File: src/rtl/vga_pkg.sv
// Shared VGA constants: 640x480 timing, 3-bit {r,g,b} colours and the
// per-axis motion direction used by the bouncing box.
package vga_pkg;

  localparam int H_ACTIVE = 640;
  localparam int V_ACTIVE = 480;
  localparam int H_TOTAL  = 800;
  localparam int V_TOTAL  = 521;

  localparam logic [2:0] BLACK   = 3'b000;
  localparam logic [2:0] BLUE    = 3'b001;
  localparam logic [2:0] GREEN   = 3'b010;
  localparam logic [2:0] CYAN    = 3'b011;
  localparam logic [2:0] RED     = 3'b100;
  localparam logic [2:0] MAGENTA = 3'b101;
  localparam logic [2:0] YELLOW  = 3'b110;
  localparam logic [2:0] WHITE   = 3'b111;

  // INC = right / down, DEC = left / up
  typedef enum logic {DIR_INC = 1'b0, DIR_DEC = 1'b1} dir_e;

endpackage

File: src/rtl/vga_bounce_box_if.sv
// Pixel-stage bundle: timing counts and controls in, colour pins and box state out.
interface vga_bounce_box_if;
  logic [10:0] hcount;
  logic [9:0]  vcount;
  logic [2:0]  switch;
  logic        run;
  logic        red;
  logic        green;
  logic        blue;
  logic        frame_tick;
  logic [9:0]  box_x;
  logic [9:0]  box_y;

  modport master (
    output hcount, vcount, switch, run,
    input  red, green, blue, frame_tick, box_x, box_y
  );

  modport slave (
    input  hcount, vcount, switch, run,
    output red, green, blue, frame_tick, box_x, box_y
  );
endinterface

File: src/rtl/vga_bounce_box_axis.sv
// One axis of the bouncing box: position plus direction, stepped once per
// frame tick and clamped at 0 and LIMIT-SIZE, where the direction flips.
module bounce_axis
  import vga_pkg::*;
#(
  parameter int LIMIT     = 640,
  parameter int SIZE      = 32,
  parameter int STEP      = 2,
  parameter int RESET_POS = (LIMIT - SIZE) / 2
) (
  input  logic       clk,
  input  logic       rst,
  input  logic       tick,
  input  logic       run,
  output logic [9:0] pos,
  output dir_e       dir
);

  localparam logic [10:0] MAX_POS = 11'(LIMIT - SIZE);
  localparam logic [10:0] STEP_W  = 11'(STEP);

  logic [9:0]  pos_q, pos_d;
  dir_e        dir_q, dir_d;
  logic [10:0] pos_w;

  // 11-bit working copy so the sum against the wall cannot wrap
  assign pos_w = {1'b0, pos_q};

  always_comb begin
    pos_d = pos_q;
    dir_d = dir_q;
    if (tick && run) begin
      if (dir_q == DIR_INC) begin
        if (pos_w + STEP_W >= MAX_POS) begin
          pos_d = MAX_POS[9:0];
          dir_d = DIR_DEC;
        end else begin
          pos_d = 10'(pos_w + STEP_W);
        end
      end else begin
        if (pos_w <= STEP_W) begin
          pos_d = '0;
          dir_d = DIR_INC;
        end else begin
          pos_d = 10'(pos_w - STEP_W);
        end
      end
    end
  end

  always_ff @(posedge clk or negedge rst) begin
    if (!rst) begin
      pos_q <= 10'(RESET_POS);
      dir_q <= DIR_INC;
    end else begin
      pos_q <= pos_d;
      dir_q <= dir_d;
    end
  end

  assign pos = pos_q;
  assign dir = dir_q;

endmodule

File: src/rtl/vga_bounce_box.sv
// Pixel-colour stage after the VGA timing generator: draws a solid square that
// moves diagonally once per frame and bounces off the active-area edges.
module vga_bounce_box #(
  parameter int H_ACTIVE = vga_pkg::H_ACTIVE,
  parameter int V_ACTIVE = vga_pkg::V_ACTIVE,
  parameter int BOX_SIZE = 32,
  parameter int STEP     = 2
) (
  input  logic             clk,
  input  logic             rst,
  vga_bounce_box_if.slave  bus
);

  logic [9:0]     prev_vcount_q, prev_vcount_d;
  logic [2:0]     rgb_q, rgb_d;
  logic [9:0]     box_x, box_y;
  vga_pkg::dir_e  dx, dy;
  logic           frame_tick;
  logic           in_active, in_box;
  logic [10:0]    box_x_end, box_y_end;
  logic [2:0]     box_col;
  logic           unused_dir;

  // Edge of vcount into 0, so the generator's pixel-clock divider is irrelevant
  assign frame_tick    = (bus.vcount == 10'd0) && (prev_vcount_q != 10'd0);
  assign prev_vcount_d = bus.vcount;

  bounce_axis #(
    .LIMIT(H_ACTIVE), .SIZE(BOX_SIZE), .STEP(STEP),
    .RESET_POS((H_ACTIVE - BOX_SIZE) / 2)
  ) u_axis_x (
    .clk(clk), .rst(rst), .tick(frame_tick), .run(bus.run),
    .pos(box_x), .dir(dx)
  );

  bounce_axis #(
    .LIMIT(V_ACTIVE), .SIZE(BOX_SIZE), .STEP(STEP),
    .RESET_POS((V_ACTIVE - BOX_SIZE) / 2)
  ) u_axis_y (
    .clk(clk), .rst(rst), .tick(frame_tick), .run(bus.run),
    .pos(box_y), .dir(dy)
  );

  assign unused_dir = (dx == vga_pkg::DIR_DEC) ^ (dy == vga_pkg::DIR_DEC);

  assign box_x_end = {1'b0, box_x} + 11'(BOX_SIZE);
  assign box_y_end = {1'b0, box_y} + 11'(BOX_SIZE);

  always_comb begin
    in_active = (bus.hcount < 11'(H_ACTIVE)) && (bus.vcount < 10'(V_ACTIVE));
    in_box    = (bus.hcount >= {1'b0, box_x}) && (bus.hcount < box_x_end) &&
                ({1'b0, bus.vcount} >= {1'b0, box_y}) &&
                ({1'b0, bus.vcount} < box_y_end);
    // An all-black selection would make the box invisible, so show white
    box_col   = (bus.switch == vga_pkg::BLACK) ? vga_pkg::WHITE : bus.switch;
    rgb_d     = (in_active && in_box) ? box_col : vga_pkg::BLACK;
  end

  always_ff @(posedge clk or negedge rst) begin
    if (!rst) begin
      prev_vcount_q <= '0;
      rgb_q         <= vga_pkg::BLACK;
    end else begin
      prev_vcount_q <= prev_vcount_d;
      rgb_q         <= rgb_d;
    end
  end

  assign bus.red        = rgb_q[2];
  assign bus.green      = rgb_q[1];
  assign bus.blue       = rgb_q[0];
  assign bus.frame_tick = frame_tick;
  assign bus.box_x      = box_x;
  assign bus.box_y      = box_y;

endmodule
File: src/flat_wrapper.sv
// flat-port wrapper written by rule: the top's interface ports become plain ports
module vga_bounce_box_flat 
#(
  parameter int H_ACTIVE = vga_pkg::H_ACTIVE,
  parameter int V_ACTIVE = vga_pkg::V_ACTIVE,
  parameter int BOX_SIZE = 32,
  parameter int STEP     = 2
)
  (clk, rst, bus_hcount, bus_vcount, bus_switch, bus_run, bus_red, bus_green, bus_blue, bus_frame_tick, bus_box_x, bus_box_y);
  vga_bounce_box_if bus_i ();
  input  logic clk;
  input  logic rst;
  input wire logic [$bits(bus_i.hcount)-1:0] bus_hcount;
  input wire logic [$bits(bus_i.vcount)-1:0] bus_vcount;
  input wire logic [$bits(bus_i.switch)-1:0] bus_switch;
  input wire logic [$bits(bus_i.run)-1:0] bus_run;
  output wire logic [$bits(bus_i.red)-1:0] bus_red;
  output wire logic [$bits(bus_i.green)-1:0] bus_green;
  output wire logic [$bits(bus_i.blue)-1:0] bus_blue;
  output wire logic [$bits(bus_i.frame_tick)-1:0] bus_frame_tick;
  output wire logic [$bits(bus_i.box_x)-1:0] bus_box_x;
  output wire logic [$bits(bus_i.box_y)-1:0] bus_box_y;
  assign bus_i.hcount = bus_hcount;
  assign bus_i.vcount = bus_vcount;
  assign bus_i.switch = bus_switch;
  assign bus_i.run = bus_run;
  assign bus_red = bus_i.red;
  assign bus_green = bus_i.green;
  assign bus_blue = bus_i.blue;
  assign bus_frame_tick = bus_i.frame_tick;
  assign bus_box_x = bus_i.box_x;
  assign bus_box_y = bus_i.box_y;
  vga_bounce_box #(.H_ACTIVE(H_ACTIVE), .V_ACTIVE(V_ACTIVE), .BOX_SIZE(BOX_SIZE), .STEP(STEP)) u_core (.clk(clk), .rst(rst), .bus(bus_i));
endmodule
File: config.mk
export PLATFORM = sky130hd
export DESIGN_NAME = vga_bounce_box_flat
export DESIGN_NICKNAME = d
export VERILOG_FILES = /design/src/rtl/vga_pkg.sv /design/src/rtl/vga_bounce_box_if.sv /design/src/rtl/vga_bounce_box_axis.sv /design/src/rtl/vga_bounce_box.sv /design/src/flat_wrapper.sv
export SDC_FILE = /design/constraint.sdc
export NUM_CORES = 1
export LEC_CHECK = 0
export BUFFER_PORTS_ARGS = -buffer_cell sky130_fd_sc_hd__clkbuf_2
export CAP_MARGIN = 25
export CORE_MARGIN = 2
export CORE_UTILIZATION = 46
export CTS_CLUSTER_DIAMETER = 100
export DETAILED_ROUTE_END_ITERATION = 10
export GPL_TIMING_DRIVEN = 0
export MAX_ROUTING_LAYER = met4
export PLACE_DENSITY = 0.74
export SLEW_MARGIN = 20
export SYNTH_ARGS = -nofsm -noshare
export SYNTH_HDL_FRONTEND = slang
export SYNTH_SLANG_ARGS = --single-unit
File: constraint.sdc
create_clock -name clk -period 7.3 [get_ports clk]
set_clock_uncertainty 0.15 [all_clocks]
set_input_delay 0.365 -clock clk [delete_from_list [all_inputs] [get_ports clk]]
set_output_delay 0.365 -clock clk [all_outputs]
set_load 0.01 [all_outputs]
Yosys cells after proc, flatten, opt, wreduce, memory -nomap -nowiden

Index checks and enable logic that the tools add are counted.

Register bits after elaboration: 35
Word-level logic and storage cells: 46
Bits of input ports: 27
Output and inout bits: 24

Add/sub/neg operators: 6
Magnitude comparators: 10
Mux-type cells: 14
Reductions and logical operators: 10

Operator list:

| cell                                                          | number |
|---|---|
| 2-to-1 mux 10 bit                                             | 6 |
| adder 10 x 2 -> 11 bit (second input constant)                | 2 |
| adder 10 x 6 -> 11 bit (second input constant)                | 2 |
| <= comparator 10 x 2 -> 1 bit (second input constant)         | 2 |
| subtractor 10 x 2 -> 10 bit (second input constant)           | 2 |
| >= comparator 11 x 10 -> 1 bit                                | 1 |
| >= comparator 11 x 10 -> 1 bit (second input constant)        | 1 |
| >= comparator 11 x 9 -> 1 bit (second input constant)         | 1 |
| less-than comparator 10 x 11 -> 1 bit                         | 1 |
| less-than comparator 11 x 10 -> 1 bit (second input constant) | 1 |
| less-than comparator 11 bit                                   | 1 |
| >= comparator 10 bit                                          | 1 |
| logical NOT 10 bit                                            | 1 |
| less-than comparator 10 x 9 -> 1 bit (second input constant)  | 1 |
| nonzero test 10 bit                                           | 1 |
| logical AND 1 bit                                             | 7 |
| 2-to-1 mux 1 bit                                              | 6 |
| 2-to-1 mux 3 bit                                              | 2 |
| logical NOT 3 bit                                             | 1 |

Depth between registers and ports, before layout

Depth after elaboration: 7
Mapped depth: 11

Modules after synthesis

From an unflattened synthesis, not the netlist that was laid out.

Cell total of the unflattened synthesis: 386
Area, all modules: 3216.8 µm²

By module, submodules not included:

| module                         | times used | area an instance (µm²) | cells each |
|---|---|---|---|
| vga_bounce_box                 | 1          | 1391.3                 | 153 |
| bounce_axis at u_core.u_axis_x | 1          | 991.0                  | 129 |
| bounce_axis at u_core.u_axis_y | 1          | 834.6                  | 104 |

Worst setup path before layout

Ideal clock, no wire load.

Path type: reg-to-reg
Start point: register u_core.u_axis_x.pos_q[5], in the netlist u_core.u_axis_x.pos[5]
End point: register u_core.rgb_q[0]
Arrival: 2.561 ns
Stages on the path, launching flop included: 12
Path buffers: 1
Setup slack: 4.524 ns
Cell sequence: dfstp_2 clkbuf_1 inv_1 ha_1 inv_1 ha_1 a21o_1 a21oi_1 o22ai_1 o211a_1 nor4_1 o211a_1

Word-level cells in the longest chain between the ends: 7
Elaborated cells between the ends (all ways): 8
Those cells by class: add/sub (1); order compare (2); mux (1); reduce/logical (4)

RTL lines:

| item                                | line                      | source |
|---|---|---|
| start: declaration                  | vga_bounce_box_axis.sv:22 | `logic [9:0] pos_q, pos_d;` |
| start signal: assignment            | vga_bounce_box_axis.sv:53 | `pos_q <= 10'(RESET_POS);` |
| start signal: assignment            | vga_bounce_box_axis.sv:56 | `pos_q <= pos_d;` |
| adder 10 x 6 -> 11 bit              | vga_bounce_box.sv:46      | `assign box_x_end = {1'b0, box_x} + 11'(BOX_SIZE);` |
| less-than comparator 11 bit         | vga_bounce_box.sv:51      | `in_box = (bus.hcount >= {1'b0, box_x}) && (bus.hcount < box_x_end) &&` |
| logical AND 1 bit (*) (2 in series) | vga_bounce_box.sv:51      |  |
| logical AND 1 bit (*)               | vga_bounce_box.sv:52      | `({1'b0, bus.vcount} >= {1'b0, box_y}) &&` |
| logical AND 1 bit (*)               | vga_bounce_box.sv:56      | `rgb_d = (in_active && in_box) ? box_col : vga_pkg::BLACK;` |
| 2-to-1 mux 3 bit (*)                | vga_bounce_box.sv:56      |  |
| net u_core.rgb_d[0]                 | vga_bounce_box.sv:15      | `logic [2:0] rgb_q, rgb_d;` |
| end signal: assignment              | vga_bounce_box.sv:62      | `rgb_q <= vga_pkg::BLACK;` |
| end signal: assignment              | vga_bounce_box.sv:65      | `rgb_q <= rgb_d;` |
| end: declaration                    | vga_bounce_box.sv:15      |  |

Mark *: on every way through the listed nets, which the timed path passes. The rest lies on a longest branch.
A chain may end at the register's enable or synchronous reset.

Worst setup path in the final report

Start point: register u_core.u_axis_x.pos_q[5], in the netlist u_core.u_axis_x.pos[5]
End point: register u_core.rgb_q[1]

The elaborated chain is that of the path after synthesis.

==> Implementation_results.wiki <==
{| class="wikitable"
! Metric !! Value
|-
| Run status || complete, no violations
|-
| Cell count after synthesis || 372
|-
| Class of the worst hold path || in -> async
|-
| H-tree Lvls || 2
|-
| Detailed-routed wire length on met3 || 625 µm
|-
| Number of unique standard cell types used by synthesis || 61
|-
| Period minus WS final || 3.209 ns
|-
| Layout overhead on the synthesized area || 13.78%
|-
| Number of resized instances in the post-cts repair step || 0
|-
| RSZ-0062 raised after global routing || no
|-
| Clk buf depth || 2
|-
| Met2 WL post-DR || 3768 µm
|-
| Max-cap check violation count || 0
|-
| Core area || 0.006386 mm²
|-
| Effective utilization at floorplan || 47.92%
|-
| Async SR Flop Fraction || 100.0%
|-
| Total global routing track utilization || 24.16%
|-
| Most used cells in the layout excluding fill and tap cells || sky130_fd_sc_hd__clkbuf_2 (47), sky130_fd_sc_hd__ha_1 (39), sky130_fd_sc_hd__nand2_1 (27), sky130_fd_sc_hd__dfrtp_1 (27), sky130_fd_sc_hd__o21ai_0 (26)
|-
| Portion of the clock cycle consumed by the worst path in the final layout || 43.97%
|-
| Initial DRC count || 337
|-
| Total wirelength of the detailed-routed design || 8227 µm
|-
| CTS tree || built
|-
| Routability congestion estimate || 0.9209
|-
| Launching element type of the critical path || flip-flop
|-
| Sw Share || 28.02%
|-
| Sink count of the clock tree || 33
|-
| Floorplan die area || 0.007321 mm²
|-
| Portion of total power attributed to the clock network || 38.3%
|-
| Cts bufs inserted || 5
|-
| Static Leakage || 1.530 nW
|-
| Maximum clock frequency || 0.3116 GHz
|-
| DR vias || 3103
|-
| Net Switching || 0.0001054 W
|-
| Max Slew Vio Count || 0
|-
| Final number of hold-violating endpoints || 0
|-
| Number of enable flip-flop cells after synthesis || 0
|-
| Total power density per cell area || 108.0 mW/mm²
|-
| Internal power component || 0.0002707 W
|-
| Top Layer Used || met4
|-
| Transition at the pin with the smallest max-transition slack || 0.8658 ns
|-
| Row count || 29
|-
| Total Nets Final || 493
|-
| Clock latency reported for the late side of the worst-skew pair || 0.30 ns
|-
| Drt first pass iters || 5
|-
| Portion of total power attributed to combinational logic || 11.7%
|-
| Number of hold buffers added after cts || 0
|-
| Post-CTS setup buffer count || 0
|-
| Fraction of layout cells with a size suffix above 1 || 17.29%
|-
| Most area-hungry cell type in the Yosys netlist || sky130_fd_sc_hd__dfrtp_1
|-
| Largest net degree at the start of global routing || 34
|-
| Synth top area share || 22.08%
|-
| Most common cell after layout, fill and taps aside || sky130_fd_sc_hd__clkbuf_2
|-
| Kind of end point of the critical path || flip-flop
|-
| Via count of the first global-routing pass || 2855
|-
| Maximum net fanout on the critical path || 10
|-
| Worst EP arrival || 3.30 ns
|-
| CP Class || reg -> reg
|-
| Antenna Diode Count || 0
|-
| Yosys warning count || 0
|-
| Data required time at the worst endpoint || 7.39 ns
|-
| Util after Layout || 54.53%
|-
| Count of buffers from port buffering || 47
|-
| Maximum single-stage delay on the critical path || 0.57 ns
|-
| Average wire per standard cell || 16.29 µm
|-
| Max IR drop VDD || 0.06915 mV
|-
| IO Count || 51
|-
| Number of antenna violations at the first check in global routing || 0
|-
| Share of the yosys chip area belonging to registers || 27.23%
|-
| Total gr overflow || 0
|-
| Post-route antenna net violation count || 0
|-
| Ordered cell list for the critical path || clkbuf_1, inv_1, ha_1, inv_1, ha_1, a21o_1, a21oi_1, o22ai_1, o211a_1, nor4_1, o211a_1
|-
| Portion of total power attributed to sequential cells || 50.0%
|-
| Crit path max-delay cell type || sky130_fd_sc_hd__dfstp_2
|-
| Setup TNS || 0 ns
|-
| Worst slew margin || 42.28%
|-
| Mean instance size in the synthesized netlist || 8.227 µm²
|-
| Worst-path clk slew || 0.08 ns
|-
| Final setup fails || 0
|-
| Global-route wire length before repair || 13890 µm
|-
| Yosys reg bits || 33
|-
| Drt drc || 0
|-
| Per-cell via count in the routed design || 6.145
|-
| Combined area of all synthesized cells || 0.003060 mm²
|-
| Ranking of synthesized cells by area || sky130_fd_sc_hd__dfrtp_1 (22%), sky130_fd_sc_hd__ha_1 (16%), sky130_fd_sc_hd__dfstp_2 (5.2%)
|-
| Horizontal die dimension || 85.57 µm
|-
| DPL Wire Length || 6283 µm
|-
| Ys flop type || sky130_fd_sc_hd__dfrtp_1
|-
| Root buf cell || sky130_fd_sc_hd__clkbuf_8
|-
| Detailed-routing wirelength on met1 || 3722 µm
|-
| Height of the die || 85.57 µm
|}
[synth_stat cells (10+ instances only)]
library cell and instances:
sky130_fd_sc_hd__xnor2_1 10, sky130_fd_sc_hd__nand2_1 27, sky130_fd_sc_hd__nand3_1 17, sky130_fd_sc_hd__a21oi_1 21, sky130_fd_sc_hd__nor3_1 15, sky130_fd_sc_hd__o21ai_0 26
sky130_fd_sc_hd__inv_1 24, sky130_fd_sc_hd__dfrtp_1 27, sky130_fd_sc_hd__clkbuf_1 19, sky130_fd_sc_hd__nor2_1 23, sky130_fd_sc_hd__ha_1 39
[state kept, by name (all words and copies together), names as in the netlist]
signal                count
u_core.u_axis_x.pos       9
u_core.u_axis_y.pos       9
u_core.rgb_q              3
u_core.prev_vcount_q     10
u_core.u_axis_x.dir       1
u_core.u_axis_y.dir       1
[through the flow]
stage          std cells  setup slack, ns  instance area, µm²  hold slack [ns]   power, W
6_report             505            4.091                3482          0.01638  0.0003761
5_1_grt              505            3.847                3482          0.05470  0.0003931
4_1_cts              505            4.141                3482          0.04229  0.0003785
3_5_place_dp         497            4.169                3396           0.3509  0.0002357
3_3_place_gp         497            4.237                3396           0.3546  0.0002335
2_1_floorplan        373            4.524                3064         -0.08059  0.0002138
[layer usage]
| metal | track usage [%] | vias up |
|---|---|---|
| li1 | - | 1509 |
| met1 | 33.25 | 1437 |
| met2 | 37.00 | 144 |
| met3 | 4.042 | 13 |
| met4 | 6.638 | 0 |
| met5 | - | - |
[cells by family (layout without fill, tap and decap cells)]
family / after synthesis / count (layout) / share of synthesized area [%]
buf+inv: 49 / 104 / 6.337
flops: 33 / 33 / 27.23
other cells: 1 / 2 / 0.1225
simple gates: 126 / 126 / 22.08
compound gates: 112 / 112 / 24.69
fa+ha+maj: 39 / 39 / 15.94
mux: 2 / 2 / 0.7358
xor+xnor: 10 / 10 / 2.862
[area by class of cell]
class	count	area, µm²
inverters	25	93.84
fillers	609	2904
repair buffers	47	235.2
clock buffers	5	68.82
flip-flops and latches	33	833.3
multi-input cells	291	2037
plain buffers	24	100.1
well taps	77	96.34
clock inverters	3	17.52
[critical path, delay by kind of cell (launching register included)]
family                     cells  cell delay (ns)
AOI/OAI and AO/OA              5             0.88
adders and majority gates      2             0.62
buffers and inverters          3             0.56
DFF                            1             0.57
and+or+nand+nor                1             0.36
[worst paths after layout]
check	cells after the start	from	slack, ns	endpoint
min reg2reg	2	u_core.u_axis_y.pos[6]	0.41	u_core.u_axis_y.pos[6]
min in group clk	1	bus_vcount[0]	0.05	u_core.prev_vcount_q[0]
max reg2reg	11	u_core.u_axis_x.pos[5]	4.09	u_core.rgb_q[1]
max in group asynchronous	1	rst	6.44	u_core.prev_vcount_q[9]
max	11	u_core.u_axis_x.pos[5]	4.09	u_core.rgb_q[1]
min	1	rst	0.02	u_core.u_axis_x.pos[3]
[power by group through the flow]
| stage | logic [W] | clock network [W] | registers [W] |
|---|---|---|---|
| 2_1_floorplan | 0.0000224 | 0 | 0.000191 |
| 3_3_place_gp | 0.0000421 | 0 | 0.000191 |
| 3_5_place_dp | 0.0000442 | 0 | 0.000192 |
| 4_1_cts | 0.0000444 | 0.000146 | 0.000188 |
| 5_1_grt | 0.0000512 | 0.000154 | 0.000188 |
| 6_report | 0.0000439 | 0.000144 | 0.000188 |
(Power assumes the default switching activity.)
